[config.mk]
export PLATFORM = sky130hd
export DESIGN_NAME = drm_bus_slave_responder_flat
export DESIGN_NICKNAME = d
export VERILOG_FILES = /design/src/rtl/drm_bus_slave_responder_pkg.sv /design/src/rtl/drm_bus_slave_responder_if.sv /design/src/rtl/drm_bus_slave_responder_slot.sv /design/src/rtl/drm_bus_slave_responder.sv /design/src/flat_wrapper.sv
export SDC_FILE = /design/constraint.sdc
export NUM_CORES = 1
export LEC_CHECK = 0
export BUFFER_PORTS_ARGS = -buffer_cell sky130_fd_sc_hd__buf_2
export CAP_MARGIN = 25
export CORE_MARGIN = 5
export CORE_UTILIZATION = 45
export CTS_BUF_LIST = sky130_fd_sc_hd__clkbuf_4
export DETAILED_ROUTE_END_ITERATION = 16
export PLACE_DENSITY = 0.8
export SLEW_MARGIN = 20
export SYNTH_ARGS = -nofsm -noshare
export SYNTH_HDL_FRONTEND = slang
export SYNTH_SLANG_ARGS = --single-unit
[constraint.sdc]
create_clock -name drm_aclk -period 3 [get_ports drm_aclk]
set_clock_uncertainty 0.2 [all_clocks]
set_input_delay 0.15 -clock drm_aclk [delete_from_list [all_inputs] [get_ports drm_aclk]]
set_output_delay 0.15 -clock drm_aclk [all_outputs]
set_load 0.05 [all_outputs]
[src/rtl/drm_bus_slave_responder_pkg.sv]
// drm_bus_slave_responder: shared bit positions, state type and register map.
// Imported by the responder top and its output slot.
package drm_bus_pkg;

    // Master beat fields (drm_to_uip); DAT is bit 0 in both directions.
    localparam int unsigned DAT    = 0;
    localparam int unsigned WE     = 1;
    localparam int unsigned ADR_LO = 2;
    localparam int unsigned ADR_HI = 3;
    localparam int unsigned CYC    = 4;
    localparam int unsigned CS     = 5;

    // Response beat fields (uip_to_drm).
    localparam int unsigned STA  = 1;
    localparam int unsigned INTR = 2;
    localparam int unsigned ACK  = 3;
    localparam int unsigned PAR  = 4;

    localparam logic [1:0] REG_0   = 2'd0;
    localparam logic [1:0] REG_1   = 2'd1;
    localparam logic [1:0] REG_2   = 2'd2;
    localparam logic [1:0] REG_CNT = 2'd3;

    typedef enum logic [1:0] {
        ST_IDLE,
        ST_WR,
        ST_RD
    } drm_resp_state_t;

endpackage

[src/rtl/drm_bus_slave_responder_if.sv]
// drm_bus_slave_responder: AXI4-Stream pair carrying the DRM bus.
// master = activator side, slave = user-IP responder side.
interface drm_bus_if;

    logic        drm_to_uip_tvalid;
    logic [31:0] drm_to_uip_tdata;
    logic        drm_to_uip_tready;
    logic        uip_to_drm_tvalid;
    logic [31:0] uip_to_drm_tdata;
    logic        uip_to_drm_tready;

    modport master (
        output drm_to_uip_tvalid,
        output drm_to_uip_tdata,
        input  drm_to_uip_tready,
        input  uip_to_drm_tvalid,
        input  uip_to_drm_tdata,
        output uip_to_drm_tready
    );

    modport slave (
        input  drm_to_uip_tvalid,
        input  drm_to_uip_tdata,
        output drm_to_uip_tready,
        output uip_to_drm_tvalid,
        output uip_to_drm_tdata,
        input  uip_to_drm_tready
    );

endinterface

[src/rtl/drm_bus_slave_responder_slot.sv]
// drm_bus_slave_responder: one-entry response register with valid/ready.
// A load always wins; the entry empties when the consumer takes it.
module drm_bus_resp_slot
    import drm_bus_pkg::*;
(
    input  logic        clk,
    input  logic        rst_n,
    input  logic        i_load,
    input  logic [31:0] i_data,
    input  logic        i_ready,
    output logic        o_valid,
    output logic [31:0] o_data,
    output logic        o_free
);

    logic        r_valid;
    logic [31:0] r_data;

    always_ff @(posedge clk or negedge rst_n) begin
        if (!rst_n) begin
            r_valid <= 1'b0;
            r_data  <= '0;
        end else if (i_load) begin
            r_valid <= 1'b1;
            r_data  <= i_data;
        end else if (i_ready) begin
            r_valid <= 1'b0;
            r_data  <= '0;
        end
    end

    assign o_valid = r_valid;
    assign o_data  = r_data;
    assign o_free  = ~r_valid | i_ready;

endmodule

[src/rtl/drm_bus_slave_responder.sv]
// drm_bus_slave_responder: bit-serial DRM bus register endpoint over AXIS.
// Define DRM_RESP_PARITY_EN to drive even parity of bits [3:0] on bit 4.
module drm_bus_slave_responder
    import drm_bus_pkg::*;
#(
    parameter int unsigned WORD_W   = 32,
    parameter int unsigned CNT_W    = 5,
    parameter logic [31:0] REG0_RST = 32'h0,
    parameter logic [31:0] REG1_RST = 32'h0,
    parameter logic [31:0] REG2_RST = 32'h0
) (
    input  logic                  drm_aclk,
    input  logic                  drm_arstn,
    drm_bus_if.slave              bus,
    input  logic                  user_intr,
    output logic [3*WORD_W-1:0]   regs_o,
    output logic [2:0]            word_wr_pulse
);

    drm_resp_state_t    r_state;
    logic               r_we;
    logic [1:0]         r_adr;
    logic [CNT_W-1:0]   r_bitcnt;
    logic [WORD_W-1:0]  r_shreg;
    logic [WORD_W-1:0]  r_snap;
    logic [WORD_W-1:0]  r_reg0;
    logic [WORD_W-1:0]  r_reg1;
    logic [WORD_W-1:0]  r_reg2;
    logic [WORD_W-1:0]  r_cnt;
    logic [2:0]         r_pulse;

    logic               w_free;
    logic               w_acc;
    logic               w_act;
    logic               w_abort;
    logic               w_first;
    logic               w_we_eff;
    logic [1:0]         w_adr_eff;
    logic [CNT_W-1:0]   w_idx;
    logic               w_last;
    logic               w_ro_err;
    logic [WORD_W-1:0]  w_sel_word;
    logic [WORD_W-1:0]  w_rd_word;
    logic [WORD_W-1:0]  w_wr_word;
    logic [31:0]        w_resp;
    logic               w_out_valid;
    logic [31:0]        w_out_data;
    logic               w_unused;

    assign w_unused = ^bus.drm_to_uip_tdata[31:6];

    assign w_acc   = bus.drm_to_uip_tvalid & w_free;
    assign w_act   = w_acc & bus.drm_to_uip_tdata[CYC]
                   & bus.drm_to_uip_tdata[CS];
    assign w_first = (r_state == ST_IDLE);
    assign w_abort = w_acc & ~bus.drm_to_uip_tdata[CYC] & ~w_first;

    // Mid-word we/adr come from the latch, never from the live beat.
    assign w_we_eff  = w_first ? bus.drm_to_uip_tdata[WE] : r_we;
    assign w_adr_eff = w_first ? bus.drm_to_uip_tdata[ADR_HI:ADR_LO]
                               : r_adr;
    assign w_idx     = w_first ? '0 : r_bitcnt;
    assign w_last    = (w_idx == CNT_W'(WORD_W - 1));
    assign w_ro_err  = w_we_eff & w_last & (w_adr_eff == REG_CNT);

    always_comb begin
        w_sel_word = r_cnt;
        unique case (w_adr_eff)
            REG_0:   w_sel_word = r_reg0;
            REG_1:   w_sel_word = r_reg1;
            REG_2:   w_sel_word = r_reg2;
            default: w_sel_word = r_cnt;
        endcase
    end

    assign w_rd_word = w_first ? w_sel_word : r_snap;
    assign w_wr_word = {bus.drm_to_uip_tdata[DAT], r_shreg[WORD_W-1:1]};

    always_comb begin
        w_resp       = '0;
        w_resp[DAT]  = w_ro_err ? 1'b0
                     : (w_we_eff ? bus.drm_to_uip_tdata[DAT]
                                 : w_rd_word[w_idx]);
        w_resp[STA]  = ~w_last;
        w_resp[INTR] = user_intr;
        w_resp[ACK]  = ~w_ro_err;
`ifdef DRM_RESP_PARITY_EN
        w_resp[PAR]  = ^w_resp[ACK:DAT];
`endif
    end

    always_ff @(posedge drm_aclk or negedge drm_arstn) begin
        if (!drm_arstn) begin
            r_state  <= ST_IDLE;
            r_we     <= 1'b0;
            r_adr    <= '0;
            r_bitcnt <= '0;
            r_shreg  <= '0;
            r_snap   <= '0;
            r_reg0   <= REG0_RST[WORD_W-1:0];
            r_reg1   <= REG1_RST[WORD_W-1:0];
            r_reg2   <= REG2_RST[WORD_W-1:0];
            r_cnt    <= '0;
            r_pulse  <= '0;
        end else begin
            r_pulse <= '0;
            if (w_abort) begin
                r_state <= ST_IDLE;
            end else if (w_act) begin
                if (w_first) begin
                    r_we   <= bus.drm_to_uip_tdata[WE];
                    r_adr  <= bus.drm_to_uip_tdata[ADR_HI:ADR_LO];
                    r_snap <= w_sel_word;
                end
                r_shreg  <= w_wr_word;
                r_bitcnt <= w_idx + 1'b1;
                if (w_last) begin
                    r_state <= ST_IDLE;
                    r_cnt   <= r_cnt + 1'b1;
                    if (w_we_eff) begin
                        unique case (w_adr_eff)
                            REG_0: begin
                                r_reg0     <= w_wr_word;
                                r_pulse[0] <= 1'b1;
                            end
                            REG_1: begin
                                r_reg1     <= w_wr_word;
                                r_pulse[1] <= 1'b1;
                            end
                            REG_2: begin
                                r_reg2     <= w_wr_word;
                                r_pulse[2] <= 1'b1;
                            end
                            default: ;
                        endcase
                    end
                end else begin
                    r_state <= w_we_eff ? ST_WR : ST_RD;
                end
            end
        end
    end

    drm_bus_resp_slot u_slot (
        .clk     (drm_aclk),
        .rst_n   (drm_arstn),
        .i_load  (w_act),
        .i_data  (w_resp),
        .i_ready (bus.uip_to_drm_tready),
        .o_valid (w_out_valid),
        .o_data  (w_out_data),
        .o_free  (w_free)
    );

    assign bus.drm_to_uip_tready = w_free;
    assign bus.uip_to_drm_tvalid = w_out_valid;
    assign bus.uip_to_drm_tdata  = w_out_data;
    assign regs_o        = {r_reg2, r_reg1, r_reg0};
    assign word_wr_pulse = r_pulse;

endmodule

[src/flat_wrapper.sv]
// flat-port wrapper written by rule: the top's interface ports become plain ports
module drm_bus_slave_responder_flat import drm_bus_pkg::*;
#(
    parameter int unsigned WORD_W   = 32,
    parameter int unsigned CNT_W    = 5,
    parameter logic [31:0] REG0_RST = 32'h0,
    parameter logic [31:0] REG1_RST = 32'h0,
    parameter logic [31:0] REG2_RST = 32'h0
)
  (drm_aclk, drm_arstn, user_intr, regs_o, word_wr_pulse, bus_drm_to_uip_tvalid, bus_drm_to_uip_tdata, bus_drm_to_uip_tready, bus_uip_to_drm_tvalid, bus_uip_to_drm_tdata, bus_uip_to_drm_tready);
  drm_bus_if bus_i ();
  input  logic drm_aclk;
  input  logic drm_arstn;
  input  logic user_intr;
  output logic [3*WORD_W-1:0] regs_o;
  output logic [2:0] word_wr_pulse;
  input wire logic [$bits(bus_i.drm_to_uip_tvalid)-1:0] bus_drm_to_uip_tvalid;
  input wire logic [$bits(bus_i.drm_to_uip_tdata)-1:0] bus_drm_to_uip_tdata;
  output wire logic [$bits(bus_i.drm_to_uip_tready)-1:0] bus_drm_to_uip_tready;
  output wire logic [$bits(bus_i.uip_to_drm_tvalid)-1:0] bus_uip_to_drm_tvalid;
  output wire logic [$bits(bus_i.uip_to_drm_tdata)-1:0] bus_uip_to_drm_tdata;
  input wire logic [$bits(bus_i.uip_to_drm_tready)-1:0] bus_uip_to_drm_tready;
  assign bus_i.drm_to_uip_tvalid = bus_drm_to_uip_tvalid;
  assign bus_i.drm_to_uip_tdata = bus_drm_to_uip_tdata;
  assign bus_drm_to_uip_tready = bus_i.drm_to_uip_tready;
  assign bus_uip_to_drm_tvalid = bus_i.uip_to_drm_tvalid;
  assign bus_uip_to_drm_tdata = bus_i.uip_to_drm_tdata;
  assign bus_i.uip_to_drm_tready = bus_uip_to_drm_tready;
  drm_bus_slave_responder #(.WORD_W(WORD_W), .CNT_W(CNT_W), .REG0_RST(REG0_RST), .REG1_RST(REG1_RST), .REG2_RST(REG2_RST)) u_core (.drm_aclk(drm_aclk), .drm_arstn(drm_arstn), .bus(bus_i), .user_intr(user_intr), .regs_o(regs_o), .word_wr_pulse(word_wr_pulse));
endmodule
Yosys cells after proc, flatten, opt, wreduce, memory -nomap -nowiden
Index checks and enable logic that the tools add are counted.
{ "classes": {"addsub": 2, "n_lt_le_gt_ge": 1, "eq_ne": 4, "mux": 24, "bitwise": 14, "n_reduce_logical": 9} }
{ "ops": {"columns": ["cell", "count"], "rows": [
  ["$mux W32", 3],
  ["$pmux W32 S3", 1],
  ["$add A32 B1 Y32 const B", 1],
  ["$reduce_and A5 Y1", 3],
  ["$mux W3", 4],
  ["$mux W2", 5],
  ["$mux W1", 9],
  ["$and A1 B1 Y1", 7],
  ["$lt A5 B6 Y1 const B", 1],
  ["$not A1 Y1", 6],
  ["$add A5 B1 Y5 const B", 1],
  ["$bmux W1 S5", 1],
  ["$eq A5 B5 Y1 const B", 1],
  ["$mux W5", 1],
  ["$eq A2 B2 Y1 const B", 2],
  ["$logic_not A2 Y1", 2],
  ["$reduce_bool A2 Y1", 2],
  ["$reduce_and A3 Y1", 1],
  ["$eq A2 B1 Y1 const B", 1],
  ["$reduce_and A2 Y1", 1],
  ["$or A1 B1 Y1", 1]
]} }
{ "totals": {"register_bits": 238, "out_inout_bits": 133, "wordCells": 67} }

Depth between registers and ports, before layout
{ "logic_depth": {"depth_word": 10, "depth_mapped": 14} }

Modules after synthesis
Synthesis repeated with hierarchy kept, for this count alone.
{ "hier_totals": {"hier_cells": 935, "hier_area_um2": 10551.4} }
{ "modules_own_cells": {"columns": ["module", "instances", "cells_each", "area_each_um2", "seq_area_each_um2"], "rows": [
  ["drm_bus_slave_responder", 1, 860, 9339.0, 5104.9],
  ["drm_bus_resp_slot", 1, 75, 1212.4, 825.8]
]} }

Least setup slack after synthesis
OpenSTA, ideal clock, no wires.
{ "synth_path": {"path_kind": "register to register", "from": "register u_core.r_state[1]", "to": "register u_core.r_reg2[10]", "arrival_time_ns": 2.951, "t_required_ns": 2.675, "setup_slack_ns": -0.276, "stages_incl_launch_ff": 15, "n_path_buf": 4, "synth_period_minus_slack_ns": 3.276, "path_cell_list": "dfrtp_1 -> or2_0 -> buf_2 -> clkbuf_1 -> and2_1 -> ha_1 -> and4_1 -> ha_1 -> nand4_1 -> buf_2 -> nor2_1 -> nand2_2 -> nor2_4 -> buf_6 -> mux2_2"} }
{ "synth_via": {"elab_chain_cells": 5, "elab_cells_between_ends": 10, "cone_classes": "eq/ne (2); mux (3); bitwise (3); reduce/logical (2)"} }
{ "synth_rtl": {"columns": ["item", "line_no", "source"], "rows": [
  ["start, declared", "drm_bus_slave_responder.sv:20", "drm_resp_state_t r_state;"],
  ["start signal, assigned", "drm_bus_slave_responder.sv:138", "r_state <= w_we_eff ? ST_WR : ST_RD;"],
  ["$logic_not A2 Y1 *", "drm_bus_slave_responder.sv:55", "assign w_first = (r_state == ST_IDLE);"],
  ["branches (longest 3 deep; another with $mux W5)", null, null],
  ["$reduce_and A5 Y1 (no source line) *", null, null],
  ["end signal, assigned", "drm_bus_slave_responder.sv:102", "r_reg2 <= REG2_RST[WORD_W-1:0];"],
  ["end signal, assigned", "drm_bus_slave_responder.sv:131", "r_reg2 <= w_wr_word;"],
  ["end, declared", "drm_bus_slave_responder.sv:28", "logic [WORD_W-1:0] r_reg2;"]
]} }
Mark *: on every way between the ends.
A chain may end at the register's enable or synchronous reset.

Worst setup path after layout
{ "layout_path": {"from": "register u_core.r_state[0]", "to": "register u_core.r_reg1[20]"} }
{ "layout_via": {"elab_chain_cells": 5, "elab_cells_between_ends": 10, "cone_classes": "eq/ne (2); mux (3); bitwise (3); reduce/logical (2)"} }
{ "layout_rtl": {"columns": ["item", "line_no", "source"], "rows": [
  ["$logic_not A2 Y1 *", "drm_bus_slave_responder.sv:55", null],
  ["branches (longest 3 deep; another with $mux W5)", null, null],
  ["$reduce_and A5 Y1 (no source line) *", null, null],
  ["end signal, assigned", "drm_bus_slave_responder.sv:101", "r_reg1 <= REG1_RST[WORD_W-1:0];"],
  ["end signal, assigned", "drm_bus_slave_responder.sv:127", "r_reg1 <= w_wr_word;"],
  ["end, declared", "drm_bus_slave_responder.sv:27", "logic [WORD_W-1:0] r_reg1;"]
]} }
Marks and branches as above.

==> impl_results.md <==
- Top cell family by delay on the critical path: simple AND/OR/NAND/NOR gates
- Cell Chain, Critical Path: or2_1 -> and2_4 -> ha_2 -> and4_1 -> ha_2 -> nand4_1 -> buf_6 -> nor3_4 -> buf_12 -> buf_12 -> mux2_2
- Critical Path Max Stage Delay: 0.36 ns
- Share of cells above drive strength 1: 36.8%
- CP Buf/Inv Count: 3
- Row count: 53
- Hold violation count in the final report: 0
- Met1 Use GR: 27.1%
- Crit path depth: 11
- H-tree levels: 2
- Synth Area per Inst: 11.9 um2
- Asr flop ratio synth: 100%
- Fin crit share: 96.2%
- Total CTS buffers: 54
- CTS tree: yes
- Cells after DPL: 1188
- Outcome: completed
- F_max: 347 MHz
- Drt pass-1 iters: 6
- Final HPWL DP: 16.4 mm
- Die width: 157 um
- GRT busiest layer: met2
- DRC: 0
- Skew-Pair Late Insertion Delay: 0.67 ns
- IO Pins: 170
- Grt met3 use: 4.12%
- Total number of vias: 7092
- Crit path launch: u_core.r_state[0]
- Via density: 5.46
- Largest net degree at the start of global routing: 95
- Vias in the first global route: 7331
- Hold WC Path Type: in -> reg
- First-pass GRT wire length: 39.3 mm
- Req. time, crit path: 3.31 ns
- DIE AREA: 24600 um2
- Distinct cells, synth: 64
- Mapped Cells: 813
- Cell count of the worst hold path: 5
- Initial drt markers: 749
- Final min period: 2.89 ns
- Final non-filler cell total: 1298
- Routed wire length: 24.8 mm
- Crit path kind: reg -> reg
- Total track usage: 19.9%
- Static Leak: 0.00600 uW
- Final setup vio count: 0
- Die H: 157 um
- Reg2Reg Depth: 11
- Worst reg2reg path startpoint: u_core.r_state[0]
- CP arrival: 3.19 ns
- DR WL/cell: 19.1 um
- Port Buf Inserts: 115
- Clock sink count: 209
- Worst-margin pin slew: 0.785 ns
- DRT antenna net count: 0
- Clock Path Buffers: 3
- Core ar.: 21100 um2
- GPL Wtd Cong: 0.872
- Worst Hold Launch: bus_drm_to_uip_tdata[5]
- Flop-to-flop setup slack: 0.11 ns
- Total Power: 7060 uW
- VDD IR max: 0.436 mV
- Register area share after synthesis: 53.9%
- Yosys warning total: 0
- Initial Util: 46.0%
- Power density cells: 615 nW/um2
- Slowest cell on crit path: dfrtp_2
- Final net count: 1027
- Clock transition at path regs: 0.07 ns
- Number of flops mapped to enable cells by yosys: 0
- Post-synth top flop: dfrtp_1
- Initial antenna violation count: 1
- Layout area overhead: 18.4%
- Max_slew headroom: 47.7%
- CTS root buf: clkbuf_4
- CP startpoint kind: flip-flop
- Crit-path max FO: 14
- CP Capture Type: flip-flop
- Grt met2 use: 32.2%
- Max_cap viols: 0
- Slew Limit Fails: 0
- Mapped cell area: 9700 um2
- Synthesis-stage register bit count: 209
- Grt ovf: 0
state kept, by name (all words and copies together), names as in the netlist:
register and cells:
u_core.r_adr 2, u_core.r_bitcnt 5, u_core.r_cnt 32, u_core.r_reg0 32, u_core.r_reg1 32, u_core.r_reg2 32
u_core.r_shreg 31, u_core.r_snap 32, u_core.r_state 2, u_core.r_we 1, u_core.u_slot.o_data 4, u_core.u_slot.o_valid 1
u_core.word_wr_pulse 3
power by group:
group | switching [uW] | total [uW] | internal (uW)
registers | 150 | 3140 | 2980
logic | 980 | 1530 | 546
clock network | 1150 | 2400 | 1250
total | 2280 | 7060 | 4780
stage by stage:
stage                     hold slack (ns)  worst slack, ns  setup TNS [ns]  utilization, %  instance area, um2
after global routing                0.125          -0.0105         -0.0132            54.4               11500
after global placement             0.0742            0.181               0            50.2               10600
after floorplan                    -0.346          0.00216               0               -                9830
final                               0.111            0.114               0            54.4               11500
after CTS                          0.0573           0.0595               0            54.0               11400
after detailed placement           0.0774            0.130               0            50.2               10600
routing by layer:
layer,part of all wire [%],wire length (um)
met5,0,0
met4,2.0,490
met3,7.2,1790
met2,48,12000
met1,43,10600
placed cells by master, fill, tap and decap left out, types with 16 or more instances in the layout:
cell type | Yosys | layout
clkbuf_4 | 0 | 76
buf_4 | 29 | 26
dfrtp_1 | 209 | 207
conb_1 | 1 | 28
buf_2 | 10 | 114
o21ai_0 | 25 | 25
mux2_2 | 105 | 105
xnor2_1 | 22 | 22
nand3_1 | 16 | 16
nand2_1 | 152 | 151
nor2_1 | 19 | 18
synthesized netlist by cell type, types with 3 or more instances:
master / count / area share [%]
dfrtp_1: 209 / 54
nand2_1: 152 / 5.9
mux2_2: 105 / 12
buf_4: 29 / 2.2
o21ai_0: 25 / 1.3
clkbuf_1: 23 / 0.89
xnor2_1: 22 / 2.0
nor2_1: 19 / 0.74
nand3_1: 16 / 0.83
mux2i_1: 15 / 1.5
a21oi_1: 12 / 0.62
a222oi_1: 12 / 1.2
o21ai_1: 12 / 0.62
buf_6: 11 / 1.3
mux2_1: 11 / 1.3
buf_2: 10 / 0.52
mux2_4: 10 / 1.5
xor2_1: 9 / 0.81
mux4_2: 8 / 1.9
and3_1: 7 / 0.45
nand4_1: 7 / 0.45
inv_1: 6 / 0.23
a211oi_1: 5 / 0.39
and4_1: 5 / 0.45
and2_1: 4 / 0.26
o22ai_1: 4 / 0.26
a21o_1: 3 / 0.23
a31oi_1: 3 / 0.19
ha_1: 3 / 0.39
mux2i_4: 3 / 0.70
nor2b_1: 3 / 0.19
nor3_1: 3 / 0.15
o211ai_1: 3 / 0.23
o221ai_1: 3 / 0.27
area by class of cell:
cell class | instances | area [um2]
fill | 1747 | 9610
sequential | 209 | 5230
multi-input combinational | 551 | 4100
timing repair buffer | 165 | 1120
clock buffer | 76 | 571
tap | 275 | 344
clock inverter | 15 | 93.8
inverter | 6 | 22.5
antenna | 1 | 2.50
final timing paths:
check | endpoint
setup / recovery | u_core.r_reg1[20]
hold / removal | u_core.u_slot.o_valid
setup reg to reg | u_core.r_reg1[20]
hold reg to reg | u_core.r_cnt[31]
max in group asynchronous | u_core.r_reg1[3]
min in group asynchronous | u_core.r_reg1[21]
kinds of logic (layout without fill, tap and decap cells):
| family | Yosys count | count (layout) | synth area share (%) |
|---|---|---|---|
| AND/OR/NAND/NOR | 236 | 236 | 11.3 |
| flip-flops | 209 | 209 | 53.9 |
| multiplexers | 152 | 152 | 19.1 |
| AO/OA/AOI/OAI | 101 | 101 | 7.16 |
| buffers and inverters | 80 | 262 | 5.21 |
| XOR/XNOR | 31 | 31 | 2.80 |
| adder cells (fa/ha/maj) | 3 | 3 | 0.387 |
| other | 1 | 29 | 0.0387 |
repair_timing:
action,in CTS,in global routing
gates resized for setup,0,5
hold buffers,14,0
hold endpoints to repair,245,0
endpoints found under the setup margin,0,29
setup buffers,0,3
tightest hold or removal path, stage by stage:
cell and delay, ns:
buf_2 0.08, and2_1 0.16, nand3_1 0.11, buf_4 0.32, nand2_1 0.13
No activity file was read; power rests on OpenSTA's default activity.
